**src/rtl/l1_cache_pkg.sv**
```systemverilog
// Shared types and geometry for the 2-way, 8-set L1 cache control slice.
package l1_cache_pkg;

    localparam int NUM_WAYS = 2;
    localparam int NUM_SETS = 8;

    typedef logic [$clog2(NUM_WAYS)-1:0] way_t;

    typedef enum logic [1:0] {
        IDLE      = 2'd0,
        WRITEBACK = 2'd1,
        ALLOCATE  = 2'd2
    } state_t;

    function automatic logic [NUM_WAYS-1:0] way_onehot(input way_t w);
        logic [NUM_WAYS-1:0] oh;
        oh    = '0;
        oh[w] = 1'b1;
        return oh;
    endfunction

endpackage

```
**src/rtl/l1_sat_counter.sv**
```systemverilog
// Saturating up-counter used for the optional L1 performance counters.
module l1_sat_counter #(
    parameter int CNT_W = 16
) (
    input  logic             clk,
    input  logic             rst,
    input  logic             inc,
    input  logic             clear,
    output logic [CNT_W-1:0] count
);

    always_ff @(posedge clk or posedge rst) begin
        if (rst)
            count <= '0;
        else if (clear)
            count <= '0;
        else if (inc && (count != {CNT_W{1'b1}}))
            count <= count + 1'b1;
    end

endmodule

```
**src/rtl/l1_cache_control.sv**
```systemverilog
// Control FSM for the 2-way L1 cache: hits, writeback and allocate sequencing.
// Optional performance counters are built when L1_PERF_CNT_EN is defined.
module l1_cache_control
    import l1_cache_pkg::*;
#(
    parameter int CNT_W = 16
) (
    input  logic                clk,
    input  logic                rst,
    input  logic                mem_read,
    input  logic                mem_write,
    output logic                mem_resp,
    input  logic                hit0,
    input  logic                hit1,
    input  logic                dirty0,
    input  logic                dirty1,
    input  logic                lru,
    input  logic                pmem_resp,
    output logic                pmem_read,
    output logic                pmem_write,
    output logic                pmem_addr_sel,
    output logic                data_sel,
    output logic [NUM_WAYS-1:0] data_we,
    output logic [NUM_WAYS-1:0] tag_we,
    output logic [NUM_WAYS-1:0] valid_we,
    output logic [NUM_WAYS-1:0] dirty_we,
    output logic                dirty_in,
`ifdef L1_PERF_CNT_EN
    output logic [CNT_W-1:0]    hit_count,
    output logic [CNT_W-1:0]    miss_count,
    output logic [CNT_W-1:0]    wb_count,
`endif
    output logic                lru_we,
    output logic                lru_in
);

    state_t state;
    way_t   victim_q;

    logic req, hit, victim_dirty;
    way_t hit_way;

    assign req          = mem_read | mem_write;
    assign hit          = hit0 | hit1;
    // Both hits set cannot happen legally; way 0 wins.
    assign hit_way      = hit0 ? way_t'(0) : way_t'(1);
    assign victim_dirty = lru ? dirty1 : dirty0;

    always_ff @(posedge clk or posedge rst) begin
        if (rst) begin
            state    <= IDLE;
            victim_q <= '0;
        end else begin
            case (state)
                IDLE: if (req && !hit) begin
                    victim_q <= way_t'(lru);
                    state    <= victim_dirty ? WRITEBACK : ALLOCATE;
                end
                WRITEBACK: if (pmem_resp) state <= ALLOCATE;
                ALLOCATE:  if (pmem_resp) state <= IDLE;
                default:   state <= IDLE;
            endcase
        end
    end

    always_comb begin
        mem_resp      = 1'b0;
        pmem_read     = 1'b0;
        pmem_write    = 1'b0;
        pmem_addr_sel = 1'b0;
        data_sel      = 1'b0;
        data_we       = '0;
        tag_we        = '0;
        valid_we      = '0;
        dirty_we      = '0;
        dirty_in      = 1'b0;
        lru_we        = 1'b0;
        lru_in        = 1'b0;
        case (state)
            IDLE: if (req && hit) begin
                mem_resp = 1'b1;
                lru_we   = 1'b1;
                lru_in   = ~hit_way;
                // A simultaneous read and write is handled as a write.
                if (mem_write) begin
                    data_we  = way_onehot(hit_way);
                    dirty_we = way_onehot(hit_way);
                    dirty_in = 1'b1;
                end
            end
            WRITEBACK: begin
                pmem_write    = 1'b1;
                pmem_addr_sel = 1'b1;
            end
            ALLOCATE: begin
                pmem_read = 1'b1;
                if (pmem_resp) begin
                    data_we  = way_onehot(victim_q);
                    tag_we   = way_onehot(victim_q);
                    valid_we = way_onehot(victim_q);
                    dirty_we = way_onehot(victim_q);
                    data_sel = 1'b1;
                end
            end
            default: ;
        endcase
    end

`ifdef L1_PERF_CNT_EN
    logic hit_inc, miss_inc, wb_inc;

    assign hit_inc  = (state == IDLE) && mem_resp;
    assign miss_inc = (state == IDLE) && req && !hit;
    assign wb_inc   = (state == WRITEBACK) && pmem_resp;

    l1_sat_counter #(.CNT_W(CNT_W)) u_hit_cnt (
        .clk(clk), .rst(rst), .inc(hit_inc), .clear(1'b0), .count(hit_count)
    );
    l1_sat_counter #(.CNT_W(CNT_W)) u_miss_cnt (
        .clk(clk), .rst(rst), .inc(miss_inc), .clear(1'b0), .count(miss_count)
    );
    l1_sat_counter #(.CNT_W(CNT_W)) u_wb_cnt (
        .clk(clk), .rst(rst), .inc(wb_inc), .clear(1'b0), .count(wb_count)
    );
`else
    logic [CNT_W-1:0] unused_cnt_w;
    assign unused_cnt_w = '0;
`endif

endmodule

```
**config.mk**
```make
export PLATFORM = sky130hd
export DESIGN_NAME = l1_cache_control
export DESIGN_NICKNAME = d
export VERILOG_FILES = /design/src/rtl/l1_cache_pkg.sv /design/src/rtl/l1_sat_counter.sv /design/src/rtl/l1_cache_control.sv
export SDC_FILE = /design/constraint.sdc
export NUM_CORES = 1
export LEC_CHECK = 0
export ABC_CLOCK_PERIOD_IN_PS = 1400
export BUFFER_PORTS_ARGS = -buffer_cell sky130_fd_sc_hd__buf_2
export CORE_AREA = 2 2 39 41
export CTS_BUF_LIST = sky130_fd_sc_hd__clkbuf_16
export DETAILED_ROUTE_END_ITERATION = 16
export DIE_AREA = 0 0 41 43
export HOLD_SLACK_MARGIN = 0.03
export PLACE_DENSITY = 0.61
export SETUP_SLACK_MARGIN = 0.2
export SLEW_MARGIN = 10
export SYNTH_ARGS = -nofsm -noshare
export SYNTH_HDL_FRONTEND = slang
export SYNTH_HIERARCHICAL = 1
export SYNTH_SLANG_ARGS = --single-unit
```
**constraint.sdc**
```tcl
create_clock -name clk -period 1.4 [get_ports clk]
set_clock_uncertainty 0.1 [all_clocks]
set_input_delay 0.14 -clock clk [delete_from_list [all_inputs] [get_ports clk]]
set_output_delay 0.14 -clock clk [all_outputs]
set_load 0.01 [all_outputs]
```
==> impl_metrics.tcl <==
set metrics [dict create \
    outcome "finished, violations left" \
    violations "negative setup slack" \
    finalHoldViolCount 0 \
    worstPathRequired_ps 1160 \
    syn_to_final_growth_pct 113.6 \
    crit_slowest_cell "dfrtp_2" \
    setup_viol 13 \
    syn_nets 45 \
    leakage_nw 0.3640 \
    drv_slew 0 \
    drt-wirelength-per-cell_um 10.84 \
    dp.cells 70 \
    vias 351 \
    cp.arrival_ps 1270 \
    p_total_mw 0.8235 \
    finalCritPeriodShare 1.077 \
    ctsLongestPathBuffers 2 \
    start_util 0.2260 \
    fmax_mhz 662.9 \
    crit_type "reg -> out" \
    clock-sinks 3 \
    htreeDepth 1 \
    fill_cells 139 \
    ant_nets 0 \
    syn_inst 35 \
    wl_um 921 \
    rr_startpoint "state[1]$_DFFE_PP0P_" \
    rsz0062_at_grt "yes" \
    io_buffer_count 25 \
    pin_count 26 \
    die_area_um2 1763 \
    drtPass1Iterations 4 \
    final_cell_mix "buf_2, buf_6, buf_4" \
    synthSimpleGateAreaFrac 0.3520 \
    grt_pass1_vias 330 \
    tns_ps -798.8 \
    r2r_slack_ps -70 \
    whs_ps 78.31 \
    synth.distinct_cells 22 \
    switching_share 0.2407 \
    final_nets 80 \
    internal_power_mw 0.6253 \
    layout_commonest_cell "buf_2" \
    synth_area_per_cell_um2 8.937 \
    period_minus_slack_ps 1508 \
    syn_area_um2 312.8 \
    dieHeight_um 43 \
    pre_cts_ws_ps 120.3 \
    root_buffer "clkbuf_16" \
    synth_top_family_by_area "simple AND/OR/NAND/NOR gates" \
    grt_use_total 0.1158 \
    synth_fa_ha_area_frac 0 \
    p_clk_frac 0.540 \
    comb_power_share 0.316 \
    grt_max_degree 6 \
    slowest_delay_ps 440 \
    synth-compound-area-share 0.1440 \
    viasPerCell 4.129 \
    tightest_slew_ps 190.7 \
    path_max_fanout 4 \
    crit_path_end_kind "primary output" \
    die-width_um 41 \
    hp-class "in -> reg" \
    clk_pin_slew_ps 30 \
    vdd.ir_drop.worst_uv 700.0 \
    p_seq_frac 0.144 \
    layout_setup_ws_ps -108.4 \
    power_density_nw_per_um2 1232 \
    yosys_warnings 6 \
    cp-start-kind "flip-flop" \
    holdPathStages 2 \
    ys_seq_area_frac 0.2400 \
    worstHoldStart "lru" \
    synthMuxAreaShare 0.08400 \
    rr_worst_depth 6 \
    hold_end "victim_q$_DFFE_PP0P_" \
    dpl-instance-area_um2 415.4 \
    maxCapViolations 0 \
    cts_tree "yes" \
    grt_remaining_overflow 0 \
    cts_buffers 3 \
    first_iter_violations 1 \
    gp_congestion 0.7350 \
    r2r_end "victim_q$_DFFE_PP0P_" \
    synth-xor-area-share 0 \
    hpwl_um 541.6 \
    grt_pass1_wl_um 1380 \
    rows 14 \
    finalNonFillerCells 85 \
    relSlewSlack 0.8722 \
    drive_above_1_share 0.7681 \
    final_cell_area_um2 668.1 \
    drc 0 \
    p_sw_mw 0.1982 \
    worstPathCellList "nor2b_4, and2_4, and2b_2, buf_6" \
    clk_latency_ps 220 \
    fin_util 0.4828 \
    antenna_found_initial 0 \
    ys_ff_latch 3 \
    core_area_um2 1384 \
    insertedDiodeCount 0 \
]
==> worst max path at each step <==
| stage | startpoint | end | slack [ps] | depth (start not counted) |
|---|---|---|---|---|
| 2_1_floorplan | state[1]$_DFFE_PP0P_ | dirty_we[1] | 50 | 4 |
| 3_3_place_gp | state[1]$_DFFE_PP0P_ | data_we[1] | 150 | 4 |
| 3_5_place_dp | state[1]$_DFFE_PP0P_ | dirty_we[1] | 120 | 4 |
| 4_1_cts | state[1]$_DFFE_PP0P_ | dirty_we[1] | -90 | 4 |
| 5_1_grt | state[1]$_DFFE_PP0P_ | data_we[1] | -140 | 4 |
| 6_report | state[1]$_DFFE_PP0P_ | valid_we[0] | -110 | 4 |
==> area by class of cell <==
cell class / count / area, um2 / area share
clock buffer: 3 / 75.07 / 0.1124
timing repair buffer: 36 / 279.0 / 0.4176
tap: 16 / 20.02 / 0.02996
inverter: 3 / 11.26 / 0.01685
multi-input combinational: 23 / 201.4 / 0.3015
clock inverter: 1 / 3.754 / 0.005618
sequential: 3 / 77.57 / 0.1161
==> power groups by stage <==
stage / clock network [mW] / registers [mW] / logic (mW)
floorplan: 0 / 0.113 / 0.131
global placement: 0 / 0.118 / 0.167
detailed placement: 0 / 0.118 / 0.168
CTS: 0.447 / 0.117 / 0.220
global route: 0.461 / 0.120 / 0.283
finish: 0.445 / 0.118 / 0.261
==> sequential cells by signal, summed over array words and instances, names as in the netlist <==
name	flops
state	2
victim_q	1
==> kinds of logic (layout without fill, tap and decap cells) <==
family / Yosys count / count (layout)
muxes: 2 / 2
buffers and inverters: 9 / 43
and+or+nand+nor: 15 / 15
AOI/OAI and AO/OA: 6 / 6
DFF: 3 / 3
==> critical path: cells and delay by family (launching register included) <==
| kind | cells | cell delay [ps] |
|---|---|---|
| flip-flops | 1 | 440 |
| AND/OR/NAND/NOR | 3 | 490 |
| buffers and inverters | 1 | 120 |
==> layer usage <==
metal	up-vias	share of wire	GRT usage
met5	-	0	0
met4	0	0	0.04000
met3	0	0.041	0.03141
met2	11	0.53	0.1844
met1	160	0.43	0.1429
li1	180	-	-
==> Yosys cell counts <==
master	number	area share
nand2_1	1	0.012
a21oi_1	1	0.016
o211ai_2	1	0.040
buf_4	6	0.14
inv_1	3	0.036
nor2_1	4	0.048
mux2_4	1	0.048
dfrtp_1	3	0.24
nor2_2	1	0.020
and3_4	1	0.036
and2_4	1	0.028
and2b_1	1	0.024
a21o_1	1	0.024
mux2_2	1	0.036
nand3b_1	2	0.048
o2bb2ai_1	1	0.028
nor2_4	1	0.036
and3b_1	1	0.028
o21ai_0	1	0.016
and2b_2	1	0.028
o22ai_1	1	0.020
nor2b_4	1	0.044
==> repair_timing <==
action                     in CTS  in global routing
pin swaps                       3                  1
hold buffers                    1                  0
gates cloned                    0                  0
gates resized for setup        10                  9
setup endpoints to repair      17                 19
setup buffers                   6                  4
hold endpoints to repair        3                  0
(Power assumes the default switching activity.)
